`config.mk`:
```
export PLATFORM = sky130hd
export DESIGN_NAME = pipe_ctrl
export DESIGN_NICKNAME = d
export VERILOG_FILES = /design/src/rtl/pipe_ctrl.sv
export SDC_FILE = /design/constraint.sdc
export NUM_CORES = 1
export LEC_CHECK = 0
export CAP_MARGIN = 20
export CORE_ASPECT_RATIO = 1.4
export CORE_MARGIN = 3
export CORE_UTILIZATION = 19
export CTS_CLUSTER_SIZE = 25
export DETAILED_ROUTE_END_ITERATION = 7
export PLACE_DENSITY = 0.76
export SLEW_MARGIN = 25
export SYNTH_ARGS = -nofsm -noshare
export SYNTH_HDL_FRONTEND = slang
export SYNTH_SLANG_ARGS = --single-unit
export TNS_END_PERCENT = 100
```
`constraint.sdc`:
```
create_clock -name clk -period 1.2 [get_ports clk]
set_input_delay 0.24 -clock clk [delete_from_list [all_inputs] [get_ports clk]]
set_output_delay 0.24 -clock clk [all_outputs]
set_load 0.005 [all_outputs]
```
`src/rtl/pipe_ctrl.sv`:
```
// Pipeline hazard controller: stall/flush/redirect decode over a RUN/DRAIN FSM.
// Optional performance counters are enabled by defining PIPE_CTRL_PERF_EN.
module pipe_ctrl (
    input  logic        clk,
    input  logic        rst,
    input  logic        mem_busy_i,
    input  logic        if_mem_busy_i,
    input  logic        id_loaduse_i,
    input  logic        ex_branch_i,
    input  logic [31:0] ex_branch_target_i,
    output logic [5:0]  stall_o,
    output logic        if_idflush_o,
    output logic        id_exflush_o,
    output logic        pc_redirect_o,
    output logic [31:0] pc_target_o,
    output logic [31:0] stall_cycles_o,
    output logic [31:0] redirects_o
);

    typedef enum logic [0:0] {
        ST_RUN   = 1'b0,
        ST_DRAIN = 1'b1
    } state_t;

    state_t      state_r;
    state_t      state_next_s;
    logic [5:0]  stall_s;
    logic        if_idflush_s;
    logic        id_exflush_s;
    logic        pc_redirect_s;
    logic [31:0] pc_target_s;

    // Prioritised hazard decode; reset forces every control output low.
    always_comb begin
        state_next_s  = state_r;
        stall_s       = 6'b000000;
        if_idflush_s  = 1'b0;
        id_exflush_s  = 1'b0;
        pc_redirect_s = 1'b0;
        pc_target_s   = 32'h0000_0000;
        if (!rst) begin
            state_next_s = ST_RUN;
        end else if (mem_busy_i) begin
            // Held EX re-presents any branch once MEM completes, so ignore it here.
            stall_s      = 6'b011111;
            state_next_s = state_r;
        end else if (ex_branch_i) begin
            pc_redirect_s = 1'b1;
            pc_target_s   = ex_branch_target_i;
            if_idflush_s  = 1'b1;
            id_exflush_s  = 1'b1;
            state_next_s  = if_mem_busy_i ? ST_DRAIN : ST_RUN;
        end else if (state_r == ST_DRAIN) begin
            // Wrong-path fetch still returning: keep discarding until it lands.
            stall_s      = 6'b000001;
            if_idflush_s = 1'b1;
            state_next_s = if_mem_busy_i ? ST_DRAIN : ST_RUN;
        end else if (id_loaduse_i) begin
            stall_s      = 6'b000111;
            id_exflush_s = 1'b1;
        end else if (if_mem_busy_i) begin
            stall_s      = 6'b000001;
            if_idflush_s = 1'b1;
        end else begin
            state_next_s = ST_RUN;
        end
    end

    // FSM state register.
    always_ff @(posedge clk or negedge rst) begin
        if (!rst) begin
            state_r <= ST_RUN;
        end else begin
            state_r <= state_next_s;
        end
    end

    assign stall_o       = stall_s;
    assign if_idflush_o  = if_idflush_s;
    assign id_exflush_o  = id_exflush_s;
    assign pc_redirect_o = pc_redirect_s;
    assign pc_target_o   = pc_target_s;

`ifdef PIPE_CTRL_PERF_EN
    logic [31:0] stall_cnt_r;
    logic [31:0] redirect_cnt_r;

    // Saturating event counters for stalled and redirected cycles.
    always_ff @(posedge clk or negedge rst) begin
        if (!rst) begin
            stall_cnt_r    <= 32'h0000_0000;
            redirect_cnt_r <= 32'h0000_0000;
        end else begin
            if ((stall_s != 6'b000000) && (stall_cnt_r != 32'hFFFF_FFFF)) begin
                stall_cnt_r <= stall_cnt_r + 32'h0000_0001;
            end else begin
                stall_cnt_r <= stall_cnt_r;
            end
            if (pc_redirect_s && (redirect_cnt_r != 32'hFFFF_FFFF)) begin
                redirect_cnt_r <= redirect_cnt_r + 32'h0000_0001;
            end else begin
                redirect_cnt_r <= redirect_cnt_r;
            end
        end
    end

    assign stall_cycles_o = stall_cnt_r;
    assign redirects_o    = redirect_cnt_r;
`else
    assign stall_cycles_o = 32'h0000_0000;
    assign redirects_o    = 32'h0000_0000;
`endif

endmodule

```
After elaboration in Yosys (flattened, before gate mapping)
Cells that the tools add are included.
Operators by class
  mux-type cells: 27
  equality and inequality tests: 1
Operators with widths (count)
  $mux W32: 3
  $mux W1: 19
  $mux W3: 3
  $mux W6: 1
  $mux W5: 1
  $ne A2 B2 Y1 const B: 1
Word-level totals
  register bits: 1
  word-level logic and storage cells: 29
  output and inout port bits: 105
  input port bits: 38

Longest topological paths before layout
  depth after elaboration: 6
  mapped depth: 3
  depth with buffers taken out: 2

Worst setup path after synthesis
No wires, ideal clock.
  kind: flip-flop to output port
  from: register state_r
  to: output port stall_o[0]
  path slack: -31 ps
  stages on the path, launching flop included: 3
  required time: 960 ps
  arrival time: 991 ps
  buffers on the path: 0
  cells stage by stage: dfrtp_1 > or4_1 > and3_1
Between the ends
  cells in the longest elaborated chain, start to end: 4
Ends and longest elaborated chain
  start: declaration: line 25  | state_t state_r;
  start signal: assignment: line 74  | state_r <= state_next_s;
  $mux W3: line 53  | end else if (state_r == ST_DRAIN) begin
  $mux W3: line 47  | end else if (ex_branch_i) begin
  $mux W5: line 43  | end else if (mem_busy_i) begin
  $mux W6: line 41  | if (!rst) begin
  end: declaration: line 11  | output logic [5:0] stall_o,
Every way passes these cells.

Worst setup path after layout
  from: input port mem_busy_i
  to: output port stall_o[0]
Between the ends
  cells in the longest elaborated chain, start to end: 2
Ends and longest elaborated chain
  start: declaration: line 6  | input logic mem_busy_i,
  $mux W5: line 43
  $mux W6: line 41
Every way passes these cells.

==> metrics.md <==
| Metric | Value |
|---|---|
| Outcome | complete, but fails checks |
| Failing checks | negative setup slack |
| DP HPWL | 2.11 mm |
| Register area share after synthesis | just under 3% |
| M1 WL | about 700 um |
| Layout filler cell count | around 430 |
| Largest regs | state_r (1) |
| Initial Util | roughly a fifth |
| Met2 WL post-DR | approximately 1.7 mm |
| Final hold vios | 0 |
| First-pass GRT wire length | between 3 and 4 mm |
| Final net count | 246 |
| Die height | between 80 and 90 um |
| Highest-count cells in the layout ignoring fill and taps | conb_1 (65), buf_6 (40), and2_4 (32), clkdlybuf4s50_1 (31), buf_4 (7) |
| Final worst-path cycle share | 113% |
| Core Area | roughly 0.0042 mm2 |
| Total GRT Usage | around 8.4% |
| WL final | 2.84 mm |
| HP Class | input pin to async pin |
| Final worst setup slack | -0.153 ns |
| Post-Place Cell Area | approximately 0.0015 mm2 |
| Crit Path Max Fanout | 3 |
| Maxcap violations | 0 |
| Crit Path Class | input pin to output port |
| Setup TNS | -3.27 ns |
| Via Count | approximately 900 |
| Vias per Instance | 3.32 |
| Post-Synthesis Cell Area | approximately 840 um2 |
| # port buffers | 77 |
| Commonest non-fill, non-tap cell in the layout | conb_1 |
| DRT antenna net count | 0 |
| Synthesis-stage register bit count | 1 |
| # hold bufs at CTS | 0 |
| Synth unique cells | 16 |
| PwrDens | between 200 and 300 mW/mm2 |
| Initial antenna violation count | 0 |
| Antenna Cells | 0 |
| Initial DRC Count | 3 |
| Area of the die | approximately 0.0053 mm2 |
| Routed WL per cell | around 11 um |
| Max Used Layer | met3 |
| Setup crit start kind | input pin |
| CP endpoint kind | output port |
| Placement Rows | 28 |
| CP startpoint | mem_busy_i |
| Skew-Pair Late Insertion Delay | 0 ns |
| Synth-to-Final Area Change | 104% |
| Largest register FFs | 1 |
| Placer Congestion | between 0.6 and 0.7 |
| Cell area after layout | between 0.0015 and 0.002 mm2 |
| CP required | about 0.96 ns |
| Post-Syn Instances | 120 |
| Max IR drop VDD | approximately 0.19 mV |
| Vias in the first global route | around 800 |
| Die W | between 60 and 70 um |
| Avg Cell Area, Syn | between 7 and 8 um2 |
| Final min period | between 1 and 1.5 ns |
| DRC viols | 0 |
| Final Max Tran Viols | 0 |
| Met3 WL | 500 um |
| DRT Pass-1 Iters | 2 |
| Leakage | between 0.9 and 1 nW |
| Boundary pin count | about 140 |
| Largest net degree at the start of global routing | 9 |
| RSZ-0062 raised after global routing | yes |
| Crit path arrival time | approximately 1.1 ns |
| R2r startpoint | state_r$_DFFE_PN0N_ |
| GRT Residual Overflow | 0 |
| F_max | roughly 740 MHz |
| Share of post-route cells with drive strength above 1 | between 40% and 50% |
| CTS clk-pin slew, worst paths | 0 ns |
| Dpl ws | -0.820 ns |
| Setup Skew | 0 ns |
| Final setup fails | 33 |
| Synth warnings | 0 |
| Largest register by flop count | state_r |
synthesized netlist by cell type:
library cell / number / share of area (%)
a21oi_1: 2 / 1.2
buf_4: 67 / 60
a41o_1: 1 / 1.2
buf_2: 3 / 1.8
or4_1: 1 / 0.89
and3b_2: 1 / 1.2
a31oi_1: 1 / 0.74
inv_1: 2 / 0.89
o21ai_0: 1 / 0.59
nand2b_1: 4 / 3.0
nand2_1: 1 / 0.45
and3_1: 1 / 0.74
nor2_1: 1 / 0.45
conb_1: 1 / 0.45
and2_1: 32 / 24
dfrtp_1: 1 / 3.0
report_power, final:
| group | total [mW] | internal, mW | switching, mW |
|---|---|---|---|
| registers | 0.0372 | 0.0362 | 0.00103 |
| clock network | 0 | 0 | 0 |
| logic | 0.420 | 0.265 | 0.154 |
cells by family (layout without fill, tap and decap cells):
family | after synthesis | after routing | share of synthesized area, %
compound gates | 5 | 5 | 3.71
buf+inv | 72 | 94 | 62.4
flops | 1 | 1 | 2.97
other cells | 1 | 65 | 0.445
simple gates | 41 | 41 | 30.5
area by class of cell:
class                           instances  area (um2)  share of cell area (%)
Timing Repair Buffer                   92         976                    56.9
Multi-Input combinational cell        111         631                    36.8
Tap cell                               60        75.1                    4.38
Sequential cell                         1        25.0                    1.46
Inverter                                2        7.51                   0.438
worst paths after layout:
check	to	slack, ns	cells after the start
setup / recovery	stall_o[0]	-0.15	4
hold / removal	state_r$_DFFE_PN0N_	0.1	2
setup reg to reg	state_r$_DFFE_PN0N_	0.36	4
hold reg to reg	state_r$_DFFE_PN0N_	0.76	4
max in group asynchronous	state_r$_DFFE_PN0N_	1.01	2
min in group clk	state_r$_DFFE_PN0N_	0.61	4
through the flow:
stage | hold WS, ns | std cells | util, % | total power, mW
2_1_floorplan | -0.0556 | 184 | - | 0.298
3_3_place_gp | 0.539 | 260 | 35.2 | 0.378
3_5_place_dp | 0.540 | 260 | 35.2 | 0.380
4_1_cts | 0.109 | 266 | 39.5 | 0.441
5_1_grt | 0.106 | 266 | 40.4 | 0.491
6_report | 0.0998 | 266 | 40.4 | 0.457
layer usage:
metal / track usage [%] / vias up
met5: 0 / -
met4: 0 / 0
met3: 3.21 / 0
met2: 19.6 / 95
met1: 6.43 / 379
li1: - / 408
critical path, stage by stage:
cell,delay [ns]
buf_6,0.09
or4_1,0.50
and3_1,0.16
buf_2,0.12
repair_timing:
item,4_1_cts,5_1_grt
gates resized for setup,237,18
hold endpoints to repair,0,0
pin swaps,34,5
endpoints found under the setup margin,41,37
buffers inserted,3,2
gates cloned,3,0
(Power assumes the default switching activity.)
